$ cat src/rtl/pipeline_elastic.sv
// pipeline_elastic: a valid/ready pipeline made of PIPELINE_STAGES cascaded register slices.
// MODE 0 uses forward slices. Each forward slice registers data and valid, holds one entry, and
// computes its ready combinationally. MODE 1 uses full slices. Each full slice has a main register
// and a skid register, holds two entries, and registers its ready. The block supports a
// synchronous flush and reports a registered occupancy count.
module pipeline_elastic #(
  parameter int  DATA_WIDTH      = 32,
  parameter int  PIPELINE_STAGES = 4,
  parameter int  MODE            = 1,
  localparam int OCC_W           = $clog2(PIPELINE_STAGES * (MODE + 1) + 1)
) (
  input  logic                  clk,
  input  logic                  rst_n,
  input  logic [DATA_WIDTH-1:0] u_data,
  input  logic                  u_valid,
  output logic                  u_ready,
  output logic [DATA_WIDTH-1:0] d_data,
  output logic                  d_valid,
  input  logic                  d_ready,
  input  logic                  flush,
  output logic [OCC_W-1:0]      occupancy
);

  if (MODE != 0 && MODE != 1) begin : g_bad_mode
    $fatal(1, "pipeline_elastic: MODE must be 0 or 1");
  end
  if (PIPELINE_STAGES < 1) begin : g_bad_stages
    $fatal(1, "pipeline_elastic: PIPELINE_STAGES must be at least 1");
  end

  // No handshake may complete while the block is in reset or being flushed.
  logic run;
  assign run = rst_n && !flush;

  for (genvar k = 0; k < PIPELINE_STAGES; k++) begin : g_slice
    logic                  in_valid;
    logic [DATA_WIDTH-1:0] in_data;
    logic                  rdy;       // ready this slice offers upstream
    logic                  nxt_rdy;   // ready offered by the consumer of this slice
    logic                  out_valid;
    logic [DATA_WIDTH-1:0] out_data;

    if (k == 0) begin : g_head
      assign in_valid = u_valid && run;
      assign in_data  = u_data;
    end else begin : g_link
      assign in_valid = g_slice[k-1].out_valid;
      assign in_data  = g_slice[k-1].out_data;
    end

    if (k == PIPELINE_STAGES - 1) begin : g_tail
      assign nxt_rdy = d_ready && run;
    end else begin : g_next
      assign nxt_rdy = g_slice[k+1].rdy;
    end

    if (MODE == 0) begin : g_fwd
      logic                  valid_q, valid_d;
      logic [DATA_WIDTH-1:0] data_q, data_d;

      assign rdy       = !valid_q || nxt_rdy;
      assign out_valid = valid_q;
      assign out_data  = data_q;

      // Next state: load whatever is offered whenever this slice can move.
      always_comb begin
        // NOTE: every output gets a default first so no path leaves it unassigned (no latch).
        valid_d = valid_q;
        data_d  = data_q;
        if (rdy) begin
          valid_d = in_valid;
          if (in_valid) data_d = in_data;
        end
      end

      // Slice register; data is left alone on flush and only the valid is dropped.
      always_ff @(posedge clk) begin
        // NOTE: sequential state uses non-blocking assignment so all flops update together.
        if (!rst_n) begin
          valid_q <= 1'b0;
          // NOTE: payload flops are reset too, because d_data must read zero out of reset.
          data_q  <= '0;
        end else if (flush) begin
          valid_q <= 1'b0;
        end else begin
          valid_q <= valid_d;
          data_q  <= data_d;
        end
      end
    end else begin : g_full
      // Slice state is {main_valid_q, skid_valid_q}: EMPTY 00, BUSY 10, FULL 11.
      logic                  main_valid_q, main_valid_d;
      logic                  skid_valid_q, skid_valid_d;
      logic [DATA_WIDTH-1:0] main_data_q, main_data_d;
      logic [DATA_WIDTH-1:0] skid_data_q, skid_data_d;
      logic                  in_fire;
      logic                  out_fire;

      assign rdy       = !skid_valid_q;
      assign out_valid = main_valid_q;
      assign out_data  = main_data_q;
      assign in_fire   = in_valid && !skid_valid_q;
      assign out_fire  = main_valid_q && nxt_rdy;

      // Next state: main refills from skid before taking new input; skid catches input on a stall.
      always_comb begin
        main_valid_d = main_valid_q;
        main_data_d  = main_data_q;
        skid_valid_d = skid_valid_q;
        skid_data_d  = skid_data_q;
        if (!main_valid_q || out_fire) begin
          if (skid_valid_q) begin
            main_valid_d = 1'b1;
            main_data_d  = skid_data_q;
            skid_valid_d = 1'b0;
          end else begin
            main_valid_d = in_fire;
            if (in_fire) main_data_d = in_data;
          end
        end else if (in_fire) begin
          skid_valid_d = 1'b1;
          skid_data_d  = in_data;
        end
      end

      // Main and skid registers; a flush empties both without touching the payloads.
      always_ff @(posedge clk) begin
        if (!rst_n) begin
          main_valid_q <= 1'b0;
          skid_valid_q <= 1'b0;
          main_data_q  <= '0;
          skid_data_q  <= '0;
        end else if (flush) begin
          main_valid_q <= 1'b0;
          skid_valid_q <= 1'b0;
        end else begin
          main_valid_q <= main_valid_d;
          skid_valid_q <= skid_valid_d;
          main_data_q  <= main_data_d;
          skid_data_q  <= skid_data_d;
        end
      end
    end
  end

  assign u_ready = g_slice[0].rdy && run;
  assign d_valid = g_slice[PIPELINE_STAGES-1].out_valid && run;
  assign d_data  = g_slice[PIPELINE_STAGES-1].out_data;

  logic             u_fire;
  logic             d_fire;
  logic [OCC_W-1:0] occ_q, occ_d;

  assign u_fire    = u_valid && u_ready;
  assign d_fire    = d_valid && d_ready;
  assign occupancy = occ_q;

  // Occupancy tracks port handshakes; it cannot exceed capacity because u_ready drops when full.
  always_comb begin
    occ_d = occ_q + OCC_W'(u_fire) - OCC_W'(d_fire);
  end

  // Occupancy register, cleared by reset or flush.
  always_ff @(posedge clk) begin
    if (!rst_n || flush) occ_q <= '0;
    else                 occ_q <= occ_d;
  end

endmodule

$ cat config.mk
export PLATFORM = sky130hd
export DESIGN_NAME = pipeline_elastic
export DESIGN_NICKNAME = d
export VERILOG_FILES = /design/src/rtl/pipeline_elastic.sv
export SDC_FILE = /design/constraint.sdc
export NUM_CORES = 1
export LEC_CHECK = 0
export ABC_AREA = 1
export ABC_CLOCK_PERIOD_IN_PS = 4480
export CAP_MARGIN = 20
export CORE_AREA = 2 2 207 209
export CTS_CLUSTER_SIZE = 40
export DETAILED_ROUTE_END_ITERATION = 8
export DIE_AREA = 0 0 209 211
export SYNTH_ARGS = -nofsm -noshare
export SYNTH_HDL_FRONTEND = slang
export SYNTH_SLANG_ARGS = --single-unit
$ cat constraint.sdc
create_clock -name clk -period 4.48 [get_ports clk]
set_clock_uncertainty 0.15 [all_clocks]
set_input_delay 0.896 -clock clk [delete_from_list [all_inputs] [get_ports clk]]
set_output_delay 0.896 -clock clk [all_outputs]
set_load 0.01 [all_outputs]
Word level (Yosys, flattened, before mapping)

Index checks and enable logic that the tools add are counted.

Register bits: 268
Bits of input ports: 37
Logic and storage cells: 81

Add/subtract/negate cells: 2
Muxes and demuxes: 12
Bitwise gates (word level): 6
Reduce and logical (&&, ||, !) cells: 44

Operators with widths:

| operator          | count |
|---|---|
| $mux 32           | 8 |
| $reduce_and 3->1  | 8 |
| $logic_and 1x1->1 | 12 |
| $reduce_or 3->1   | 4 |
| $logic_not 1->1   | 10 |
| $reduce_bool 2->1 | 4 |
| $not 1->1         | 6 |
| $logic_or 1x1->1  | 5 |
| $add 4x1->4       | 1 |
| $mux 1            | 4 |
| $sub 4x1->4       | 1 |
| $reduce_or 2->1   | 1 |

Depth between registers and ports, before layout

Gate-level depths: netlist (run 1).

Word-level depth: 7
Mapped depth: 14
Gate-level depth less buffers: 11

Least setup slack after synthesis (run 1)

OpenSTA, ideal clock, no wires.

Path type: input port to flip-flop
Start point: input port flush
End point: register occ_q[2], in the netlist occupancy[2]
Setup time: 128 ps
Data arrival time: 2719 ps
Slack: 1483 ps
Stages on the path: 14
Cell sequence: buf_4 inv_4 nand3_2 nor2_2 buf_4 buf_4 inv_1 ha_1 inv_1 ha_1 inv_1 fa_1 xor2_1 nor2_1

Longest elaborated chain between the ends: 6

RTL lines:

| item                   | line | text |
|---|---|---|
| start: declaration     | 20   | `input logic flush,` |
| $logic_not 1->1        | 33   | `assign run = rst_n && !flush;` |
| $logic_and 1x1->1      | 33   |  |
| $logic_and 1x1->1      | 146  | `assign u_ready = g_slice[0].rdy && run;` |
| $logic_and 1x1->1      | 154  | `assign u_fire = u_valid && u_ready;` |
| $add 4x1->4            | 160  | `occ_d = occ_q + OCC_W'(u_fire) - OCC_W'(d_fire);` |
| $sub 4x1->4            | 160  |  |
| end signal: assignment | 165  | `if (!rst_n \|\| flush) occ_q <= '0;` |
| end signal: assignment | 166  | `else occ_q <= occ_d;` |
| end: declaration       | 152  | `logic [OCC_W-1:0] occ_q, occ_d;` |

Several ways; a longest one is shown, not always the timed one.
A chain may end at the register's enable or synchronous reset.

Worst setup path in the final report (run 1)

Start point: input port flush
End point: output port u_ready

Longest elaborated chain between the ends: 3

RTL lines:

| item              | line | text |
|---|---|---|
| $logic_not 1->1   | 33   |  |
| $logic_and 1x1->1 | 33   |  |
| $logic_and 1x1->1 | 146  |  |
| end: declaration  | 16   | `output logic u_ready,` |

Every way passes these cells.

==> run summary, run 1 <==
The run finished with clean final reports. The number of stages on the worst setup path came out at 5. For this run the aggregate overflow at the end of global routing stands at 0. By count the netlist is led by nor2_1 (490), nand2_1 (394), dfxtp_1 (268). The run gives 0 as the number of max-slew violations in the final report. During synthesis, Yosys emitted a total of 0 warnings. For this run, the register share of the synthesized area comes to 43.33%. In this design, the critical path's most frequently occurring cell is clkdlybuf4s50_1.

Biggest cell delay along the critical path: 0.57 ns. The wire length of the first global-routing pass was 48780 um. The floorplan step defined a die boundary enclosing 44100 um^2.

After detailed routing, the total wire length is 27930 um. Across all layers, the routed design uses 10760 vias. At the worst endpoint, the arrival time is 2.45 ns. Startpoint class of the critical path: an input pin. Summed over all instances, the cell type with the most area after synthesis is dfxtp_1. Dividing total power by cell area gives a power density of 361.1 nW/um^2. Setup violations remaining at the end of the flow were counted as 0. The tree is rooted in a clkbuf_16. The run gives 75 as the number of core rows.

During I/O placement, the number of pins put on the boundary was 75. Worst hold path stage count: 2. Measured in cells, the most critical reg-to-reg path has a length of 6. Flip-flop cell with the highest count after synthesis: dfxtp_1.

In the final routed layout, each cell accounts on average for 11.45 um. TritonCTS built the clock tree. The category of cells accounting for the largest share of critical-path delay was buffers and inverters. Of the available clock period, the critical path in the final layout requires 78.08%.

The most common cell in the synthesized netlist is nor2_1. For the worst-skew pair, the clock arrives at the later sink with an insertion delay of 0.54 ns. For the max-cap violation count, the log shows 0. The number of antenna diodes in the final layout is 0. For this run, the post-layout net count is 1921. Clock tree synthesis inserted a total of 29 buffers.

Flop and latch count out of synthesis: 268. The tools report the cell count after synthesis as 1890. The number of filler instances in the final layout came out at 4476. Using the TritonRoute via totals, the vias-per-cell ratio works out to 4.411.

The async set-or-reset flop fraction in the synthesized netlist came out at 0%. In this run the most critical hold path is launched from d_data[14]. Entering global routing, the biggest net connects 102 pins.

For the finished layout, the period the worst path requires is 3.498 ns. The die height was 211 um. The logs give 0 for the number of hold violations in the final report and 7 for the length of the first detailed-routing pass in iterations.

Of the post-synthesis cell area, the dominant cell type holds 43.33%. The sum of buffers and inverters on the critical path came out at 3. Across the VDD grid, the largest voltage drop is 0.3001 mV.

Counting flops with a built-in enable in the synthesized netlist gives 0. Along the worst path, the maximum fanout reaches 6. The sum of negative setup slack was 0 ns; the transition at the pin with the smallest max-transition slack was 1.084 ns. The worst setup path is of the input pin to output port kind. The clock net in this run drives a total of 268 sinks. The run gives 34.24% as the final cell utilization of the core.

The overall track demand over capacity in global routing came out at 12.74%. In this run, post-CTS hold repair placed 0 buffers. Once the clock tree was built, the setup fixing pass inserted 0 buffers. The number of gates resized after CTS was 0. The maximum level of the CTS H-tree is 1.

Setup repair after global routing left no endpoint under its margin. The initial utilization of the core area, before any placement, comes to 29.65%. The tools report the number of antenna violations at the first check in global routing as 0. STA classifies the critical path endpoint as an output port.

Number of port buffers: 74. In this run the critical register-to-register path is launched from g_slice[3].g_full.skid_valid_q. The average instance in the mapped netlist occupies 6.552 um^2. For the final routed DRC violation total, the log shows 0. Critical path's slowest cell: clkdlybuf4s50_1.

The fmax was 285.9 MHz. Clock-pin slew was measured on the worst setup and hold paths at 0.06 ns. Yosys mapped the design onto 27 distinct sky130hd cell types. The synthesized netlist occupies a cell area of 12380 um^2. Once detail routing completed, the nets flagged for antenna violations numbered 0.

The worst relative slew slack is 27.59%, and the number of nets in the synthesized netlist is 1932. The area of the core came out at 41760 um^2. The signed area change from the synthesized netlist to the final layout was 15.46%. The start point of the critical path is flush. The critical path goes through clkdlybuf4s50_1, inv_4, nand2_1, nor2_1, clkdlybuf4s50_1. Number of global-route vias before repair: 9768. The clock passes through at most 3 buffers. The worst hold path belongs to the class register to register. Cells with a size suffix above 1 make up 5.103% of the layout. After legalization and detailed placement, the total HPWL measured 17440 um. Ranked by total cell area, the synthesized netlist is headed by dfxtp_1 (43%), nor2_1 (15%), nand2_1 (12%). Summed over all cells, the static leakage comes to 0.005857 uW.

For the number of DRC markers in iteration 0, the log shows 714. The routability-driven placement congestion ratio is 0.7213. The die boundary width works out to 209 um. The critical path required time is 3.43 ns.
worst reg2reg max path, stage by stage (launching register included):
cell and delay, ns:
dfxtp_2 0.31, buf_4 0.50, nor2_1 0.24, nor2_4 0.70
buf_4 0.40, a21oi_1 0.11, nor2_1 0.12
per-layer routing:
metal / global-route usage (%) / vias up / part of all wire, %
met5: 0 / - / 0
met1: 19.24 / 4657 / 53
met2: 19.11 / 185 / 41
met3: 1.858 / 30 / 4.1
met4: 2.635 / 0 / 1.6
li1: - / 5890 / -
where the power goes:
| group | switching (uW) | total, uW | internal (uW) |
|---|---|---|---|
| combinational | 145 | 235 | 90.1 |
| sequential | 13.2 | 2410 | 2400 |
| clock | 963 | 2510 | 1550 |
layout by cell type (no fill, tap or decap):
cell,count
a21oi_1,166
a21oi_4,1
buf_12,1
buf_4,24
buf_6,1
bufinv_16,5
clkbuf_1,3
clkbuf_16,29
clkbuf_8,5
clkdlybuf4s50_1,73
clkinv_2,9
clkinvlp_4,2
dfxtp_1,266
dfxtp_2,2
fa_1,1
ha_1,4
inv_1,143
inv_2,1
inv_4,1
nand2_1,393
nand2_2,3
nand3_1,163
nand3_2,1
nand3_4,1
nand4_1,32
nor2_1,490
nor2_2,5
nor2_4,6
nor3_1,4
o21ai_0,34
o21ai_1,30
xor2_1,2
flip-flops by register name, summed over array words and instances (netlist names):
signal / count
d_data: 32
g_slice.g_full.main_data_q: 96
g_slice.g_full.main_valid_q: 4
g_slice.g_full.skid_data_q: 128
g_slice.g_full.skid_valid_q: 4
occupancy: 4
kinds of logic (layout without fill, tap and decap cells):
family,Yosys count,in the layout,share of synthesized area [%]
AOI/OAI and AO/OA,231,231,9.427
xor gates and xnor gates,2,2,0.1415
adders and majority gates,5,5,0.5659
buffers and inverters,286,297,10.34
DFF,268,268,43.33
and+or+nand+nor,1098,1098,36.20
stage by stage:
| stage | setup WS, ns | area (um^2) | hold WS (ns) | power [uW] | std cells |
|---|---|---|---|---|---|
| 2_1_floorplan | 1.483 | 12380 | 0.3014 | 2629 | 1890 |
| 3_3_place_gp | 0.9026 | 13260 | 0.3096 | 2699 | 2386 |
| 3_5_place_dp | 0.9023 | 13280 | 0.3171 | 2702 | 2387 |
| 4_1_cts | 0.8828 | 14300 | 0.3322 | 5233 | 2440 |
| 5_1_grt | 0.8508 | 14300 | 0.3517 | 5366 | 2440 |
| 6_report | 0.9822 | 14300 | 0.3258 | 5162 | 2440 |
final cells by class:
cell class	instances	area, um^2	area share, %
Clock buffer	37	805.8	5.636
Clock inverter	16	210.2	1.470
Inverter	145	546.8	3.824
Multi-Input combinational cell	1336	5751	40.22
Sequential cell	268	5368	37.54
Tap cell	539	674.4	4.717
Timing Repair Buffer	99	942.2	6.590
worst paths after layout:
path,endpoint,slack [ns]
setup / recovery,u_ready,0.98
hold reg to reg,d_data[14],0.33
hold / removal,d_data[14],0.33
setup reg to reg,d_data[10],1.89
(Power assumes the default switching activity.)
==> run 2, diff against run 1 <==
- ABC_CLOCK_PERIOD_IN_PS: 4480 -> 3200
- clock period: 4.48 -> 3.2 ns (I/O delays scaled with it)
==> run summary, run 2 (synthesis results as in run 1) <==
The transition at the pin with the smallest max-transition slack is 1.114 ns, and the number of buffers inserted by hold repair at cts is 0. For the routability-driven placement congestion ratio, the log shows 0.7098. The top cell types in the final layout, fill and taps aside, are nor2_1 (490), nand2_1 (393), dfxtp_1 (266).

Number of hold violations in the final report: 0. The smallest clock period supported by the final layout is computed as 3.028 ns. In this run the critical register-to-register path is captured at g_slice[1].g_full.main_data_q[7]. Worst flop-to-flop path startpoint: g_slice[1].g_full.skid_valid_q. Across the run, the number of max-cap violations was 0. In this run, the number of DRC markers left after iteration 0 of detailed routing was 755. The tools report the number of clock sinks as 268. The non-filler instance count after layout was 2442; the placed cell count was 2389. The post-CTS setup buffer count was 0. After routing, the total negative slack on setup checks comes to 0 ns. The maximum fanout along the worst path is 5. Dividing the detail-routed via count by the number of cells gives 4.414. The total cell area at the placement stage was 13400 um^2; the deepest clock path buffer count was 3.

In this run the remaining antenna-violating nets after routing total 0. After legalization and detailed placement, the total HPWL measured 16610 um. The flow ran to the end, and the final reports show no timing, DRC or antenna violations.

In the detailed route, the total length drawn on met2 is 11330 um. The fraction of layout instances using a drive strength above 1 works out to 5.150%. Most common library cell in the layout ignoring fill and taps: nor2_1. The path depth of the worst reg2reg path was 6; the total die area was 44100 um^2.

The logs give 0 for the number of antenna violations at the first check in global routing and 0 for the post-cts repair resize count. The total area inside the core boundary comes to 41760 um^2. For this run the aggregate overflow at the end of global routing stands at 0.

The number of max-slew violations in the final report is 0, and the die boundary width is 209 um. The capturing element type of the critical path is an output port. The clock reaches the later pin of the worst-skew pair after 0.55 ns. The number of primary I/O pins was 75; the number of port buffers was 74.

The initial utilization of the core area, before any placement, comes to 29.65%. Data on the critical path is required at its endpoint by 2.41 ns. The power per unit of standard cell area came out at 492.6 nW/um^2.

The worst hold path stage count works out to 2. Setup repair after global routing left no endpoint under its margin. The final period utilization is 94.61%. Relative to the synthesized area, the layout overhead comes to 16.25%. The maximum level of the CTS H-tree is 1.

The logs give 9751 for the number of global-route vias before repair and 1924 for the number of nets in the final layout. The run gives 1.12 ns as the setup slack of the worst register-to-register path. Number of flip-flops in the largest register: 128. Setup violations remaining at the end of the flow were counted as 0. Type of the worst setup path: input pin to output port. CTS placed an instance of clkbuf_16 at the clock tree root. For the overall routed net length, the log shows 27690 um. The leakage dissipation came out at 0.005892 uW. Dividing the detail-routed wire length by the instance count gives 11.34 um. Worst relative slew slack: 25.75%.

Across the whole layout, storage elements account for 5368 um^2. After clock tree synthesis, the clock-pin slew on the worst setup and hold paths is 0.06 ns. The overall track demand over capacity in global routing was 12.66%. VDD sags by at most 0.3712 mV. The detailed router put a total of 14910 um of wire on met1.

The run gives 75 as the number of core rows. The run gives 48670 um as the wire length of the first global-routing pass. Class of the tightest hold or removal check: register to register.

For the antenna cell count, the log shows 0. The uppermost signal routing layer after detailed routing is met4. The run gives 257 as the pin count of the biggest net entering global routing. The tools report the hold-critical path endpoint as g_slice[2].g_full.main_data_q[1]. The length of the first detailed-routing pass in iterations was 5; the worst-case hold slack was 0.3282 ns. Startpoint class of the critical path: an input pin. At the worst endpoint, the arrival time is 2.24 ns.

Buffers inserted during clock tree synthesis total 30. The tools report the total met3 wirelength after detailed routing as 1038 um. TritonCTS built the clock tree. After filler insertion, the fill cell instance count of the layout stands at 4414. The logs give 0 for the final routed DRC violation total and 10780 for the vias after detailed routing.

In this run the vertical extent of the chip is 211 um. The fmax is 330.3 MHz. After layout, the design draws a total of 7091 uW. Register with the highest flop count: g_slice.g_full.skid_data_q. The run gives 5751 um^2 as the combined area of the multi-input logic cells. The startpoint identified for the worst hold timing path is g_slice[2].g_full.main_data_q[1]. The tools report the final design area excluding fillers as 14400 um^2.
run 2: changes by cell type in the layout (fill, tap and decap cells not counted), moves of 2 or more:
cell	change
bufinv_16	-4
buf_4	-7
clkbuf_16	+2
clkinv_2	-2
buf_12	+8
clkbuf_8	+4
clkinvlp_4	-2
run 2: worst max-delay path by stage:
stage,startpoint,end,slack [ns],cells past startpoint
after floorplan,flush,occupancy[2],0.46,14
after detailed placement,flush,d_valid,0.15,6
final,flush,d_valid,0.17,6
after CTS,flush,d_valid,0.14,6
after global routing,flush,d_valid,0.09,6
after global placement,flush,occupancy[2],0.14,12
run 2: worst max-delay path, stage by stage:
cell	delay, ns
clkdlybuf4s50_1	0.54
inv_4	0.15
nand2_1	0.11
buf_4	0.17
nor2_1	0.08
clkdlybuf4s50_1	0.54
run 2: cell type report:
type	count	share of cell area, %
well taps	539	4.685
clock inverters	9	0.5302
inverters	145	3.798
flip-flops and latches	268	37.29
repair buffers	101	7.397
multi-input cells	1336	39.95
clock buffers	44	6.354
run 2: per-layer routing:
metal / GRT usage [%] / vias up
li1: - / 5894
met1: 19.26 / 4671
met2: 18.80 / 179
met3: 1.844 / 34
met4: 2.660 / 0
met5: 0 / -
run 2: where the power goes:
part,switching [uW],internal (uW)
clock network,1330,2040
registers,18.5,3360
logic,204,133
total,1550,5540
run 2: through the flow:
| step | setup slack [ns] | utilization [%] |
|---|---|---|
| 6_report | 0.1724 | 34.47 |
| 5_1_grt | 0.09120 | 34.47 |
| 4_1_cts | 0.1393 | 34.47 |
| 3_5_place_dp | 0.1489 | 32.10 |
| 3_3_place_gp | 0.1389 | 32.06 |
| 2_1_floorplan | 0.4593 | - |
